<file path="config.mk">
export PLATFORM = sky130hd
export DESIGN_NAME = rvv_vector_issue_ctrl_flat
export DESIGN_NICKNAME = d
export VERILOG_FILES = /design/src/rtl/rvv_vector_issue_ctrl_pkg.sv /design/src/rtl/rvv_vector_issue_ctrl_if.sv /design/src/rtl/rvv_vector_issue_ctrl_fifo.sv /design/src/rtl/rvv_vector_issue_ctrl.sv /design/src/flat_wrapper.sv
export SDC_FILE = /design/constraint.sdc
export NUM_CORES = 1
export LEC_CHECK = 0
export ABC_AREA = 1
export CAP_MARGIN = 5
export CORE_AREA = 2 2 459 461
export CTS_BUF_LIST = sky130_fd_sc_hd__clkbuf_4 sky130_fd_sc_hd__clkbuf_8
export DETAILED_ROUTE_END_ITERATION = 10
export DIE_AREA = 0 0 461 463
export PLACE_DENSITY = 0.42
export SYNTH_ARGS = -nofsm -noshare
export SYNTH_HDL_FRONTEND = slang
export SYNTH_SLANG_ARGS = --single-unit
</file>
<file path="constraint.sdc">
create_clock -name clk -period 7 [get_ports clk]
set_input_delay 1.05 -clock clk [delete_from_list [all_inputs] [get_ports clk]]
set_output_delay 1.05 -clock clk [all_outputs]
set_load 0.01 [all_outputs]
</file>
<file path="src/rtl/rvv_vector_issue_ctrl_pkg.sv">
// Shared types for the scalar-side vector issue controller.
package rvv_defs;

    typedef enum logic [1:0] {
        IDLE,
        ISSUE,
        WAIT,
        RETIRE
    } issue_state_t;

    typedef struct packed {
        logic [31:0] instr;
        logic [31:0] vl;
    } issue_entry_t;

endpackage

</file>
<file path="src/rtl/rvv_vector_issue_ctrl_if.sv">
// Handshake bundle: scalar request side, vector system side and result return side.
interface rvv_vector_issue_ctrl_if #(
    parameter int VLEN = 512
);
    logic            s_valid;
    logic            s_ready;
    logic [31:0]     s_instr;
    logic [31:0]     s_vl;
    logic [31:0]     v_instr;
    logic [31:0]     v_vl;
    logic            v_alu_rst;
    logic            v_ready;
    logic [VLEN-1:0] v_result;
    logic            r_valid;
    logic            r_ready;
    logic [VLEN-1:0] r_data;
    logic            r_err;

    // master is the issue controller, slave is everything around it
    modport master (
        input  s_valid, s_instr, s_vl, v_ready, v_result, r_ready,
        output s_ready, v_instr, v_vl, v_alu_rst, r_valid, r_data, r_err
    );

    modport slave (
        output s_valid, s_instr, s_vl, v_ready, v_result, r_ready,
        input  s_ready, v_instr, v_vl, v_alu_rst, r_valid, r_data, r_err
    );
endinterface

</file>
<file path="src/rtl/rvv_vector_issue_ctrl_fifo.sv">
// Instruction queue between the scalar pipeline and the issue FSM; head is read combinationally.
module rvv_issue_fifo
    import rvv_defs::*;
#(
    parameter int DEPTH = 4,
    localparam int AW = $clog2(DEPTH)
) (
    input  logic         clk,
    input  logic         rst,
    input  logic         push,
    input  logic         pop,
    input  issue_entry_t din,
    output issue_entry_t dout,
    output logic         full,
    output logic         empty,
    output logic [AW:0]  count
);
    localparam int CW = AW + 1;

    issue_entry_t  mem [DEPTH];
    logic [AW-1:0] wr_ptr;
    logic [AW-1:0] rd_ptr;
    logic          do_push;
    logic          do_pop;

    assign do_push = push && !full;
    assign do_pop  = pop && !empty;
    assign full    = (count == CW'(DEPTH));
    assign empty   = (count == '0);
    assign dout    = mem[rd_ptr];

    // storage needs no reset: count gates every read
    always_ff @(posedge clk) begin
        if (do_push) mem[wr_ptr] <= din;
    end

    always_ff @(posedge clk or negedge rst) begin
        if (!rst) begin
            wr_ptr <= '0;
            rd_ptr <= '0;
            count  <= '0;
        end else begin
            if (do_push) wr_ptr <= wr_ptr + AW'(1);
            if (do_pop)  rd_ptr <= rd_ptr + AW'(1);
            if (do_push && !do_pop)      count <= count + CW'(1);
            else if (do_pop && !do_push) count <= count - CW'(1);
        end
    end
endmodule

</file>
<file path="src/rtl/rvv_vector_issue_ctrl.sv">
// Issues queued vector ops one at a time, sequences the ALU reset, captures results and flags timeouts.
module rvv_vector_issue_ctrl
    import rvv_defs::*;
#(
    parameter int DEPTH   = 4,
    parameter int VLEN    = 512,
    parameter int TIMEOUT = 1024,
    parameter int CNT_W   = 16
) (
    input  logic                     clk,
    input  logic                     rst,
    rvv_vector_issue_ctrl_if.master  io,
    output logic                     busy,
    output logic [CNT_W-1:0]         retired
);
    localparam int AW = $clog2(DEPTH);

    issue_state_t    state;
    issue_entry_t    head;
    issue_entry_t    push_entry;
    logic            fifo_full;
    logic            fifo_empty;
    logic [AW:0]     fifo_cnt;
    logic            pop;
    logic [CNT_W-1:0] tmo_cnt;
    logic [31:0]     v_instr_q;
    logic [31:0]     v_vl_q;
    logic            v_alu_rst_q;
    logic            r_valid_q;
    logic [VLEN-1:0] r_data_q;
    logic            r_err_q;

    assign push_entry = '{instr: io.s_instr, vl: io.s_vl};
    // single result register: only pop when the slot is empty or being drained now
    assign pop  = (state == IDLE) && !fifo_empty && (!r_valid_q || io.r_ready);
    assign busy = (state != IDLE) || (fifo_cnt != '0);

    assign io.s_ready   = !fifo_full;
    assign io.v_instr   = v_instr_q;
    assign io.v_vl      = v_vl_q;
    assign io.v_alu_rst = v_alu_rst_q;
    assign io.r_valid   = r_valid_q;
    assign io.r_data    = r_data_q;
    assign io.r_err     = r_err_q;

    rvv_issue_fifo #(.DEPTH(DEPTH)) u_fifo (
        .clk   (clk),
        .rst   (rst),
        .push  (io.s_valid),
        .pop   (pop),
        .din   (push_entry),
        .dout  (head),
        .full  (fifo_full),
        .empty (fifo_empty),
        .count (fifo_cnt)
    );

    always_ff @(posedge clk or negedge rst) begin
        if (!rst) begin
            state       <= IDLE;
            v_instr_q   <= '0;
            v_vl_q      <= '0;
            v_alu_rst_q <= 1'b0;
            tmo_cnt     <= '0;
            r_valid_q   <= 1'b0;
            r_data_q    <= '0;
            r_err_q     <= 1'b0;
            retired     <= '0;
        end else begin
            if (r_valid_q && io.r_ready) r_valid_q <= 1'b0;
            case (state)
                IDLE: begin
                    if (pop) begin
                        v_instr_q <= head.instr;
                        v_vl_q    <= head.vl;
                        state     <= ISSUE;
                    end
                end
                // core still held in reset so the decoder can latch v_instr
                ISSUE: begin
                    tmo_cnt     <= '0;
                    v_alu_rst_q <= 1'b1;
                    state       <= WAIT;
                end
                WAIT: begin
                    tmo_cnt <= tmo_cnt + CNT_W'(1);
                    if (io.v_ready) begin
                        r_data_q    <= io.v_result;
                        r_err_q     <= 1'b0;
                        r_valid_q   <= 1'b1;
                        v_alu_rst_q <= 1'b0;
                        state       <= RETIRE;
                    end else if (tmo_cnt == CNT_W'(TIMEOUT - 1)) begin
                        r_data_q    <= '0;
                        r_err_q     <= 1'b1;
                        r_valid_q   <= 1'b1;
                        v_alu_rst_q <= 1'b0;
                        state       <= RETIRE;
                    end
                end
                RETIRE: begin
                    retired <= retired + CNT_W'(1);
                    state   <= IDLE;
                end
                default: state <= IDLE;
            endcase
        end
    end
endmodule

</file>
<file path="src/flat_wrapper.sv">
// flat-port wrapper written by rule: the top's interface ports become plain ports
module rvv_vector_issue_ctrl_flat import rvv_defs::*;
#(
    parameter int DEPTH   = 4,
    parameter int VLEN    = 512,
    parameter int TIMEOUT = 1024,
    parameter int CNT_W   = 16
)
  (clk, rst, busy, retired, io_s_valid, io_s_instr, io_s_vl, io_v_ready, io_v_result, io_r_ready, io_s_ready, io_v_instr, io_v_vl, io_v_alu_rst, io_r_valid, io_r_data, io_r_err);
  rvv_vector_issue_ctrl_if #(.VLEN(VLEN)) io_i ();
  input  logic clk;
  input  logic rst;
  output logic busy;
  output logic [CNT_W-1:0] retired;
  input wire logic [$bits(io_i.s_valid)-1:0] io_s_valid;
  input wire logic [$bits(io_i.s_instr)-1:0] io_s_instr;
  input wire logic [$bits(io_i.s_vl)-1:0] io_s_vl;
  input wire logic [$bits(io_i.v_ready)-1:0] io_v_ready;
  input wire logic [$bits(io_i.v_result)-1:0] io_v_result;
  input wire logic [$bits(io_i.r_ready)-1:0] io_r_ready;
  output wire logic [$bits(io_i.s_ready)-1:0] io_s_ready;
  output wire logic [$bits(io_i.v_instr)-1:0] io_v_instr;
  output wire logic [$bits(io_i.v_vl)-1:0] io_v_vl;
  output wire logic [$bits(io_i.v_alu_rst)-1:0] io_v_alu_rst;
  output wire logic [$bits(io_i.r_valid)-1:0] io_r_valid;
  output wire logic [$bits(io_i.r_data)-1:0] io_r_data;
  output wire logic [$bits(io_i.r_err)-1:0] io_r_err;
  assign io_i.s_valid = io_s_valid;
  assign io_i.s_instr = io_s_instr;
  assign io_i.s_vl = io_s_vl;
  assign io_i.v_ready = io_v_ready;
  assign io_i.v_result = io_v_result;
  assign io_i.r_ready = io_r_ready;
  assign io_s_ready = io_i.s_ready;
  assign io_v_instr = io_i.v_instr;
  assign io_v_vl = io_i.v_vl;
  assign io_v_alu_rst = io_i.v_alu_rst;
  assign io_r_valid = io_i.r_valid;
  assign io_r_data = io_i.r_data;
  assign io_r_err = io_i.r_err;
  rvv_vector_issue_ctrl #(.DEPTH(DEPTH), .VLEN(VLEN), .TIMEOUT(TIMEOUT), .CNT_W(CNT_W)) u_core (.clk(clk), .rst(rst), .io(io_i), .busy(busy), .retired(retired));
endmodule
</file>
==> results.sh <==
export IMPL_cts_resized=0
export IMPL_grt_overflow_total=0
export IMPL_antenna_found_initial=165
export IMPL_core_rowCount=168
export IMPL_min_period_over_period_pct=51.59
export IMPL_critPathLaunchType="flip-flop"
export IMPL_crit_chain="inv_1 -> ha_1 -> nand4_1 -> clkdlybuf4s50_1"
export IMPL_gr_usage_met3_pct=7.229
export IMPL_cts_setup_buffers=0
export IMPL_status="complete, no violations"
export IMPL_nNetsFinal=5216
export IMPL_reg2regPathDepth=6
export IMPL_start_util_pct=16.20
export IMPL_swShare_pct=38.11
export IMPL_relSlewSlack_pct=25.68
export IMPL_io_buffers=1177
export IMPL_ant_nets=0
export IMPL_synth_cells=3415
export IMPL_grt_pass1_wl_um=242000
export IMPL_slew_violations=0
export IMPL_intPower_w=0.01441
export IMPL_clockPowerShare_pct=24.4
export IMPL_fillCellCount=22550
export IMPL_p_leak_nw=22.92
export IMPL_use_met2_pct=26.79
export IMPL_grt_met1_usage_pct=18.74
export IMPL_clock_skew_ps=69.36
export IMPL_crit_fanout=3
export IMPL_drt_vias_per_instance=3.760
export IMPL_die_area_um2=213400
export IMPL_max_freq_mhz=276.9
export IMPL_worstSetupStartpoint="u_core.state[0]"
export IMPL_r2r_start="u_core.u_fifo.rd_ptr[0]"
export IMPL_clock_path_buffers=3
export IMPL_powerDensity_nw_per_um2=446.1
export IMPL_core_area_um2=208500
export IMPL_hold_start="u_core.io.r_data[490]"
export IMPL_htreeDepth=4
export IMPL_post_route_min_period_ps=3611
export IMPL_ios=1178
export IMPL_required_ps=5950
export IMPL_irDropWorstVdd_uv=178.4
export IMPL_hold_class="flip-flop to flip-flop"
export IMPL_avgSynthCellArea_um2=9.889
export IMPL_clkTransAtPathRegs_ps=50
export IMPL_max_stage_delay_ps=610
export IMPL_crit_cells=4
export IMPL_end_kind="output pin"
export IMPL_area_growth_pct=54.56
export IMPL_cp_buffers_inverters=2
export IMPL_power_switching_w=0.008873
export IMPL_multi_input_area_um2=9170
export IMPL_arrival_ps=2560
export IMPL_synth_fp_nets=4008
export IMPL_slowest_stage="clkdlybuf4s50_1"
export IMPL_top_usage_layer="met2"
export IMPL_path_delay_family="buffers and inverters"
export IMPL_crit_type="flip-flop to output pin"
export IMPL_cts_buffers=173
export IMPL_vias=28550
export IMPL_place_ws_ps=3253
export IMPL_syn_cell_area_um2=33770
export IMPL_p_total_w=0.02329
export IMPL_worst_slack_ps=3389
export IMPL_grt_max_degree=179
export IMPL_die_y_um=463
export IMPL_p_comb_share_pct=39.8
export IMPL_power_frac_seq_pct=35.8
export IMPL_place_gp_congestion=0.8968
export IMPL_tightest_slew_ps=1115
export IMPL_drt_iter0_markers=1840
export IMPL_drt_pre_antenna_iters=5
export IMPL_post_route_util_pct=25.03
export IMPL_synth_seq_cells=876
export IMPL_reg2reg_to="u_core.io.v_instr[19]"
export IMPL_drc=0
export IMPL_grtUsageTotal_pct=16.34
export IMPL_drive_gt1_share_pct=7.144
export IMPL_rsz0062_at_grt="false"
export IMPL_cts_tree="done"
export IMPL_r2r_slack_ps=3850
export IMPL_whs_ps=468.3
export IMPL_cts_sinks=876
export IMPL_seqCellArea_um2=23210
export IMPL_routed_wl_um=179200
export IMPL_dp_hpwl_um=137700
export IMPL_cp_endpoint="busy"
export IMPL_grt_pass1_vias=28320
export IMPL_fp_dieW_um=461
export IMPL_drv_cap=0
export IMPL_seq_area_frac_synth_pct=68.70
export IMPL_ys_types=28
export IMPL_hold_buffers=1
export IMPL_setup_violations=0
export IMPL_ys_warn_count=0
export IMPL_root_buffer="clkbuf_8"
export IMPL_wire_per_inst_um=23.60
export IMPL_tns_ps=0
export IMPL_hold_viol_final=0
export IMPL_clk_latency_ps=950
layout by cell type, fill, tap and decap left out, types with 4 or more instances in the layout:
cell type	synthesis	layout
nor2_4	0	4
clkbuf_8	0	202
a21oi_1	10	10
edfxtp_1	256	256
xor2_1	15	15
buf_4	0	18
nand2_1	1676	1676
nand3_1	21	20
inv_16	0	5
inv_1	102	101
o21ai_0	248	248
nor2_1	245	241
nor3_1	6	6
diode_2	0	30
clkbuf_4	0	70
clkinv_2	0	9
dfrtp_1	620	619
clkinv_1	0	13
inv_12	0	6
ha_1	11	11
clkdlybuf4s50_1	0	1176
o21ai_1	14	14
buf_12	0	8
flip-flops by register name, summed over array words and instances (netlist names):
register,cells
u_core.u_fifo.wr_ptr,2
u_core.io.r_data,512
u_core.io.v_instr,32
u_core.io.v_vl,32
u_core.u_fifo.count,3
u_core.retired,16
u_core.u_fifo.mem,256
u_core.io.v_alu_rst,1
u_core.io.r_err,1
u_core.io.r_valid,1
u_core.state,2
u_core.tmo_cnt,16
u_core.u_fifo.rd_ptr,2
worst register-to-register path, cell delays in order (launching register included):
cell and delay [ps]:
dfrtp_4 730, inv_2 590, buf_4 820, o21ai_0 180, o21ai_0 490, inv_1 80
o21ai_0 150
layer usage:
layer / part of all wire (%) / wire length [µm]
met1: 39 / 69830
met2: 47 / 85040
met3: 10 / 18350
met4: 3.0 / 5405
met5: 0.32 / 581
area by class of cell:
cell class / count / area share, %
inverters: 105 / 0.7718
well taps: 2805 / 6.724
repair buffers: 1204 / 23.17
diodes: 30 / 0.1438
flip-flops and latches: 876 / 44.46
multi-input cells: 2263 / 17.57
clock buffers: 272 / 6.333
clock inverters: 39 / 0.8366
power by group through the flow:
stage          Sequential, W  Clock, W  Combinational [W]
6_report             0.00834   0.00568            0.00927
5_1_grt              0.00856   0.00613             0.0102
2_1_floorplan        0.00892         0            0.00316
3_3_place_gp         0.00837         0            0.00951
3_5_place_dp         0.00841         0            0.00952
4_1_cts              0.00834   0.00593            0.00956
synthesized netlist by cell type:
cell / instances / area, µm²
nand2_2: 1 / 6.260
mux2_2: 1 / 11.26
buf_1: 20 / 75.07
inv_2: 3 / 11.26
dfrtp_1: 620 / 15510
ha_1: 11 / 137.6
o21bai_1: 2 / 15.01
nand3_1: 21 / 105.1
or2_2: 2 / 12.51
edfxtp_1: 256 / 7687
buf_2: 25 / 125.1
fa_1: 1 / 20.02
nor3_1: 6 / 30.03
xor2_1: 15 / 131.4
buf_6: 51 / 574.3
o21ai_1: 14 / 70.07
o21a_1: 1 / 7.510
nor2_1: 245 / 919.6
inv_1: 102 / 382.9
nor3b_1: 1 / 7.510
xnor2_1: 3 / 26.28
a21oi_1: 10 / 50.05
nand2_1: 1676 / 6291
nand4_1: 3 / 18.77
clkbuf_1: 75 / 281.5
nand2_4: 1 / 11.26
and2_1: 1 / 6.260
o21ai_0: 248 / 1241
worst min path at each step:
stage          cells past startpoint                 endpoint  slack [ps]
6_report                           2    u_core.io.r_data[490]         470
5_1_grt                            2    u_core.io.r_data[189]         480
4_1_cts                            3     u_core.io.r_data[54]         470
3_5_place_dp                       2    u_core.io.r_data[175]         460
3_3_place_gp                       2    u_core.io.r_data[276]         450
2_1_floorplan                      1  u_core.u_fifo.rd_ptr[1]         440
cells by family after synthesis:
kind of cell | count (synthesis) | synth area share, %
xor gates and xnor gates | 18 | 0.4668
and+or+nand+nor | 1957 | 21.94
AOI/OAI and AO/OA | 275 | 4.098
buffers and inverters | 276 | 4.294
DFF | 876 | 68.70
muxes | 1 | 0.03334
adders and majority gates | 12 | 0.4668
per-stage QoR:
step / instances / cell area (µm²)
finish: 7594 / 52200
global route: 7581 / 52170
CTS: 7564 / 52120
detailed placement: 7252 / 48370
global placement: 7252 / 48370
floorplan: 3415 / 33770
Note: power is estimated with default switching activity, not from simulation.
